### src/rtl/forward_unit_pkg.sv
`default_nettype none
// +------------------------------------------------------------------+
// | forward_unit_pkg                                                 |
// | Shared pipeline encodings: operand select, source usage, entries.|
// | Revision: 1.0                                                    |
// +------------------------------------------------------------------+
package forward_unit_pkg;

  localparam int c_REG_W = 5;

  // Operand-mux select, shared with the datapath muxes and hazard logic
  localparam logic [1:0] c_FWD_REGFILE = 2'b00;
  localparam logic [1:0] c_FWD_MEM     = 2'b01;
  localparam logic [1:0] c_FWD_WB      = 2'b10;

  // Decode-stage source usage (reg_RD)
  localparam logic [1:0] c_USE_NONE = 2'b00;
  localparam logic [1:0] c_USE_RS1  = 2'b01;
  localparam logic [1:0] c_USE_RS2  = 2'b10;

  typedef logic [c_REG_W-1:0] reg_idx_t;

  typedef struct packed {
    logic     we;
    reg_idx_t rd;
    logic     ld;
  } trk_t;

  typedef struct packed {
    trk_t     trk;
    reg_idx_t rs1;
    reg_idx_t rs2;
    logic [1:0] rd_use;
  } e_entry_t;

  localparam trk_t c_TRK_BUBBLE = '0;
  localparam e_entry_t c_E_BUBBLE = '{trk: c_TRK_BUBBLE, rs1: '0, rs2: '0, rd_use: c_USE_NONE};

  function automatic logic src_hit(input logic [1:0] rd_use, input logic [1:0] mask,
                                   input reg_idx_t src, input reg_idx_t dst);
    return (|(rd_use & mask)) && (src == dst);
  endfunction

endpackage
`default_nettype wire

### src/rtl/forward_unit_if.sv
`default_nettype none
// +------------------------------------------------------------------+
// | forward_unit_if                                                  |
// | Decode-stage hazard inputs and E-stage forwarding outputs.       |
// | Revision: 1.0                                                    |
// +------------------------------------------------------------------+
interface forward_unit_if #(
  parameter int CNT_W = 16
);
  import forward_unit_pkg::*;

  logic             reg_WE;
  logic             is_load;
  logic [1:0]       reg_RD;
  reg_idx_t         rs1;
  reg_idx_t         rs2;
  reg_idx_t         rd;
  logic             stall_E;
  logic             flush_E;
  logic             flush_M;
  logic [1:0]       fwd_A;
  logic [1:0]       fwd_B;
  logic             load_use_stall;
  logic [CNT_W-1:0] lu_count;

  modport master (
    output reg_WE, is_load, reg_RD, rs1, rs2, rd, stall_E, flush_E, flush_M,
    input  fwd_A, fwd_B, load_use_stall, lu_count
  );

  modport slave (
    input  reg_WE, is_load, reg_RD, rs1, rs2, rd, stall_E, flush_E, flush_M,
    output fwd_A, fwd_B, load_use_stall, lu_count
  );

endinterface
`default_nettype wire

### src/rtl/forward_unit_fwd_compare.sv
`default_nettype none
// +------------------------------------------------------------------+
// | fwd_compare                                                      |
// | One operand's forwarding select; M beats WB, x0 never forwards.  |
// | Revision: 1.0                                                    |
// +------------------------------------------------------------------+
module fwd_compare
  import forward_unit_pkg::*;
(
  input  logic       i_use,
  input  reg_idx_t   i_src,
  input  logic       i_m_we,
  input  reg_idx_t   i_m_rd,
  input  logic       i_wb_we,
  input  reg_idx_t   i_wb_rd,
  output logic [1:0] o_sel
);

  logic w_active;

  assign w_active = i_use && (i_src != '0);

  always_comb begin
    o_sel = c_FWD_REGFILE;
    if (w_active) begin
      if (i_m_we && (i_m_rd == i_src)) begin
        o_sel = c_FWD_MEM;
      end else if (i_wb_we && (i_wb_rd == i_src)) begin
        o_sel = c_FWD_WB;
      end
    end
  end

endmodule
`default_nettype wire

### src/rtl/forward_unit.sv
`default_nettype none
// +------------------------------------------------------------------+
// | forward_unit                                                     |
// | E/M/WB write tracking, operand forwarding and load-use stalls.   |
// | Revision: 1.0                                                    |
// +------------------------------------------------------------------+
module forward_unit
  import forward_unit_pkg::*;
#(
  parameter int CNT_W = 16
) (
  input  logic          clk,
  input  logic          reset_n,
  forward_unit_if.slave bus
);

  localparam logic [CNT_W-1:0] c_CNT_MAX = '1;
  localparam logic [CNT_W-1:0] c_CNT_ONE = CNT_W'(1);

  e_entry_t         r_e;
  trk_t             r_m;
  trk_t             r_wb;
  logic [CNT_W-1:0] r_lu_count;

  e_entry_t w_dec;
  logic     w_lu_src;
  logic     w_lu_stall;

  always_comb begin
    w_dec        = c_E_BUBBLE;
    w_dec.trk.we = bus.reg_WE;
    w_dec.trk.rd = bus.rd;
    w_dec.trk.ld = bus.is_load;
    w_dec.rs1    = bus.rs1;
    w_dec.rs2    = bus.rs2;
    w_dec.rd_use = bus.reg_RD;
  end

  // Decode consumer against the load sitting in E (held entry under stall_E)
  assign w_lu_src   = src_hit(bus.reg_RD, c_USE_RS1, bus.rs1, r_e.trk.rd)
                    | src_hit(bus.reg_RD, c_USE_RS2, bus.rs2, r_e.trk.rd);
  assign w_lu_stall = r_e.trk.ld & r_e.trk.we & (r_e.trk.rd != '0) & w_lu_src & ~bus.flush_E;

  always_ff @(posedge clk or negedge reset_n) begin
    if (!reset_n) begin
      r_e <= c_E_BUBBLE;
    end else if (bus.flush_E) begin
      r_e <= c_E_BUBBLE;
    end else if (bus.stall_E) begin
      r_e <= r_e;
    end else if (w_lu_stall) begin
      r_e <= c_E_BUBBLE;
    end else begin
      r_e <= w_dec;
    end
  end

  always_ff @(posedge clk or negedge reset_n) begin
    if (!reset_n) begin
      r_m <= c_TRK_BUBBLE;
    end else if (bus.flush_M) begin
      r_m <= c_TRK_BUBBLE;
    end else if (bus.stall_E) begin
      r_m <= r_m;
    end else begin
      r_m <= r_e.trk;
    end
  end

  // WB takes the pre-flush M contents
  always_ff @(posedge clk or negedge reset_n) begin
    if (!reset_n) begin
      r_wb <= c_TRK_BUBBLE;
    end else if (bus.stall_E) begin
      r_wb <= r_wb;
    end else begin
      r_wb <= r_m;
    end
  end

  always_ff @(posedge clk or negedge reset_n) begin
    if (!reset_n) begin
      r_lu_count <= '0;
    end else if (w_lu_stall && !bus.stall_E && (r_lu_count != c_CNT_MAX)) begin
      r_lu_count <= r_lu_count + c_CNT_ONE;
    end
  end

  fwd_compare u_cmp_a (
    .i_use   (|(r_e.rd_use & c_USE_RS1)),
    .i_src   (r_e.rs1),
    .i_m_we  (r_m.we),
    .i_m_rd  (r_m.rd),
    .i_wb_we (r_wb.we),
    .i_wb_rd (r_wb.rd),
    .o_sel   (bus.fwd_A)
  );

  fwd_compare u_cmp_b (
    .i_use   (|(r_e.rd_use & c_USE_RS2)),
    .i_src   (r_e.rs2),
    .i_m_we  (r_m.we),
    .i_m_rd  (r_m.rd),
    .i_wb_we (r_wb.we),
    .i_wb_rd (r_wb.rd),
    .o_sel   (bus.fwd_B)
  );

  assign bus.load_use_stall = w_lu_stall;
  assign bus.lu_count       = r_lu_count;

endmodule
`default_nettype wire

### src/flat_wrapper.sv
// flat-port wrapper written by rule: the top's interface ports become plain ports
module forward_unit_flat import forward_unit_pkg::*;
#(
  parameter int CNT_W = 16
)
  (clk, reset_n, bus_reg_WE, bus_is_load, bus_reg_RD, bus_rs1, bus_rs2, bus_rd, bus_stall_E, bus_flush_E, bus_flush_M, bus_fwd_A, bus_fwd_B, bus_load_use_stall, bus_lu_count);
  forward_unit_if #(.CNT_W(CNT_W)) bus_i ();
  input  logic clk;
  input  logic reset_n;
  input wire logic [$bits(bus_i.reg_WE)-1:0] bus_reg_WE;
  input wire logic [$bits(bus_i.is_load)-1:0] bus_is_load;
  input wire logic [$bits(bus_i.reg_RD)-1:0] bus_reg_RD;
  input wire logic [$bits(bus_i.rs1)-1:0] bus_rs1;
  input wire logic [$bits(bus_i.rs2)-1:0] bus_rs2;
  input wire logic [$bits(bus_i.rd)-1:0] bus_rd;
  input wire logic [$bits(bus_i.stall_E)-1:0] bus_stall_E;
  input wire logic [$bits(bus_i.flush_E)-1:0] bus_flush_E;
  input wire logic [$bits(bus_i.flush_M)-1:0] bus_flush_M;
  output wire logic [$bits(bus_i.fwd_A)-1:0] bus_fwd_A;
  output wire logic [$bits(bus_i.fwd_B)-1:0] bus_fwd_B;
  output wire logic [$bits(bus_i.load_use_stall)-1:0] bus_load_use_stall;
  output wire logic [$bits(bus_i.lu_count)-1:0] bus_lu_count;
  assign bus_i.reg_WE = bus_reg_WE;
  assign bus_i.is_load = bus_is_load;
  assign bus_i.reg_RD = bus_reg_RD;
  assign bus_i.rs1 = bus_rs1;
  assign bus_i.rs2 = bus_rs2;
  assign bus_i.rd = bus_rd;
  assign bus_i.stall_E = bus_stall_E;
  assign bus_i.flush_E = bus_flush_E;
  assign bus_i.flush_M = bus_flush_M;
  assign bus_fwd_A = bus_i.fwd_A;
  assign bus_fwd_B = bus_i.fwd_B;
  assign bus_load_use_stall = bus_i.load_use_stall;
  assign bus_lu_count = bus_i.lu_count;
  forward_unit #(.CNT_W(CNT_W)) u_core (.clk(clk), .reset_n(reset_n), .bus(bus_i));
endmodule
### config.mk
export PLATFORM = sky130hd
export DESIGN_NAME = forward_unit_flat
export DESIGN_NICKNAME = d
export VERILOG_FILES = /design/src/rtl/forward_unit_pkg.sv /design/src/rtl/forward_unit_if.sv /design/src/rtl/forward_unit_fwd_compare.sv /design/src/rtl/forward_unit.sv /design/src/flat_wrapper.sv
export SDC_FILE = /design/constraint.sdc
export NUM_CORES = 1
export LEC_CHECK = 0
export ABC_AREA = 1
export CAP_MARGIN = 20
export CORE_ASPECT_RATIO = 1.5
export CORE_MARGIN = 3
export CORE_UTILIZATION = 59
export DETAILED_ROUTE_END_ITERATION = 7
export DONT_BUFFER_PORTS = 1
export PLACE_DENSITY = 0.76
export SLEW_MARGIN = 0
export SYNTH_ARGS = -nofsm -noshare
export SYNTH_HDL_FRONTEND = slang
export SYNTH_HIERARCHICAL = 1
export SYNTH_SLANG_ARGS = --single-unit
### constraint.sdc
create_clock -name clk -period 2.52 [get_ports clk]
set_input_delay 0.756 -clock clk [delete_from_list [all_inputs] [get_ports clk]]
set_output_delay 0.756 -clock clk [all_outputs]
set_load 0.02 [all_outputs]
==> summary.md <==
| Metric | Value |
|---|---|
| Status | completed |
| Routability cong. | 0.871 |
| Clock transition at path regs | 0.08 ns |
| Yosys cell types | 26 |
| Flop pwr share | 58.9% |
| CTS tree | built |
| Worst setup path category | in -> out |
| Via count | 2495 |
| Hold Buf Count CTS | 0 |
| R2R setup slack | between 0.6 and 0.7 ns |
| Terminus of the critical flop-to-flop path | u_core/bus.lu_count[12] |
| CTS Root Cell | clkbuf_8 |
| Detail Route Antenna Nets | 0 |
| Fillcell total | 419 |
| Commonest cells after routing, fill and taps aside | nand2_1 (133), inv_1 (52), dfrtp_1 (47) |
| First-pass DRT Iterations | 4 |
| Net switching power | 0.349 mW |
| Switching Share | 25.4% |
| Row Count | 30 |
| Die H | between 90 and 100 um |
| Die W | 62.3 um |
| WP data arrival | 1.56 ns |
| Largest net degree at the start of global routing | 48 |
| Worst Skew | around 0.0054 ns |
| Slew @ Worst Pin | between 0.4 and 0.5 ns |
| RSZ-0062 raised after global routing | false |
| Final non-filler cell total | 467 |
| Fmax | 0.433 GHz |
| Pwr Total | 1.37 mW |
| IR drop worst, VDD | 0.000359 V |
| Initial antenna violation count | 0 |
| Area growth, synth to finish | 4.55% |
| Antenna cell count | 0 |
| Worst endpoint required time | 1.76 ns |
| Starting Density | about three fifths |
| #FFs+latches synth | between 40 and 50 |
| Post-synth net total | between 400 and 500 |
| Reg2reg start | u_core/bus.lu_count[0] |
| TritonCTS buffer count | 5 |
| Worst hold slack | roughly 0.15 ns |
| Pleak | 1.44 nW |
| Relative slew margins | between 70% and 80% |
| Residual DRC | 0 |
| Internal power | 1.02 mW |
| GR Overflow Total | 0 |
| Clock Sink Count | 47 |
| Die area | 0.00564 sq mm |
| Setup violators final | 0 |
| Clock Latency Late Sink | 0.29 ns |
| First-pass GRT wire length | between 10000 and 15000 um |
| Post-CTS setup buffer count | 0 |
| Post-synthesis cell area | 0.00281 sq mm |
| IO Port Bufs | 0 |
| Sequential element share of the synthesized area | 41.9% |
| Hold Violations, Final | 0 |
| Setup crit end kind | output pin |
| Maximum fanout along the worst path | 4 |
| Startpoint class of the critical path | input port |
| Post-CTS Resized | 0 |
| CORE AREA | between 0.004 and 0.005 sq mm |
| YS warnings | 6 |
| Avg Synthesized Cell Area | approximately 7.0 sq um |
| Vias in the first global route | 2503 |
| Multi-input gate area | 0.00133 sq mm |
| Io pins | 45 |
| Finished Core Util | 64.6% |
| Clock power share | a little over 30% |
| Most common cell after layout, fill and taps aside | nand2_1 |
| Buffers from clock root to sink, at most | 2 |
| HPWL Detailed | 5090 um |
| Hold WC Path Type | in -> async |
| Total GRT Usage | 24.7% |
| Register area | ~0.0012 sq mm |
| Routed len/inst | 14.1 um |
| Logic pwr share | 9.9% |
| Pwr dens | around 470 mW/mm^2 |
| Min cycle time layout | 2.31 ns |
| Synth Instances | 401 |
| Wire length after detailed routing | 6600 um |
| Final worst path period share | 91.7% |
| Nets | 427 |
| 1st-iter DRT viols | 128 |
| Via density | 5.34 |
| Total negative slack | 0 ns |
| Share of layout cells above drive strength 1 | 8.68% |
| Max Transition Viols Final | 0 |
| R2R cell count | 9 |
| Placed insts | approximately 460 |
| H-tree depth | 2 |
| Max Cap Viol | 0 |
[critical path, cell delays in order]
cell and delay, ns:
nor3_1 0.27, o21ai_1 0.13, inv_2 0.12, nand2_1 0.08, inv_1 0.19
[routing by layer]
| layer | vias up | track usage (%) | share of wire [%] |
|---|---|---|---|
| met3 | 15 | 6.35 | 5.2 |
| met1 | 1178 | 23.4 | 35 |
| li1 | 1243 | - | - |
| met4 | 0 | 10.3 | 2.4 |
| met5 | - | 0 | 0 |
| met2 | 59 | 48.6 | 57 |
[final cells by class]
type	instances	share of cell area (%)
sequential	47	40.1
clock inverter	1	0.171
timing repair buffer	2	0.512
clock buffer	7	2.60
inverter	66	8.44
multi-input combinational	280	45.5
tap	64	2.73
[state kept, by name (all words and copies together), names as in the netlist]
register and count:
u_core/r_wb 6, u_core/bus.lu_count 16, u_core/r_m 6, u_core/r_e 19
[synth_stat cells]
cell / number / share of area [%]
o22ai_1: 8 / 1.8
clkbuf_1: 2 / 0.27
nand3_1: 29 / 5.2
nand2_1: 133 / 18
o21ai_1: 14 / 2.5
buf_1: 1 / 0.13
or2_2: 1 / 0.22
nand4_4: 1 / 0.76
o21ai_0: 16 / 2.9
nor3_1: 3 / 0.53
nand4_1: 6 / 1.3
buf_2: 3 / 0.53
nor2_1: 39 / 5.2
dfrtp_1: 47 / 42
buf_6: 2 / 0.80
ha_1: 1 / 0.45
inv_2: 14 / 1.9
inv_1: 52 / 7.0
nand3b_1: 1 / 0.27
xor2_1: 6 / 1.9
nand3_2: 2 / 0.71
nor2_2: 2 / 0.45
nor3_2: 2 / 0.71
nor2_4: 2 / 0.80
xnor2_1: 11 / 3.4
nand2_2: 3 / 0.67
[how the worst max path moves through the flow]
stage | to | slack, ns | depth (start not counted) | start
6_report | bus_load_use_stall | 0.21 | 5 | bus_flush_E
5_1_grt | bus_load_use_stall | 0.07 | 8 | u_core/r_e[17]
4_1_cts | bus_load_use_stall | 0.20 | 5 | bus_flush_E
3_5_place_dp | bus_load_use_stall | 0.20 | 5 | bus_flush_E
3_3_place_gp | bus_load_use_stall | 0.21 | 5 | bus_flush_E
2_1_floorplan | bus_load_use_stall | 0.35 | 8 | bus_rs2[4]
[power groups by stage]
stage               clock network (mW)  logic, mW  registers [mW]
finish                           0.427      0.137           0.809
CTS                              0.441      0.136           0.809
detailed placement                   0      0.135           0.824
global placement                     0      0.130           0.823
global route                     0.476      0.157           0.812
floorplan                            0      0.113           0.815
[kinds of logic after synthesis]
| family | after synthesis | synth area share, % |
|---|---|---|
| flops | 47 | 41.9 |
| fa+ha+maj | 1 | 0.446 |
| simple gates | 224 | 34.6 |
| buf+inv | 74 | 10.6 |
| compound gates | 38 | 7.13 |
| xor+xnor | 17 | 5.31 |
[stage by stage]
step | cell area [sq um] | setup slack (ns)
finish | 2930 | 0.209
global route | 2930 | 0.0748
CTS | 2930 | 0.202
detailed placement | 2850 | 0.202
global placement | 2850 | 0.209
floorplan | 2810 | 0.347
(Power assumes the default switching activity.)
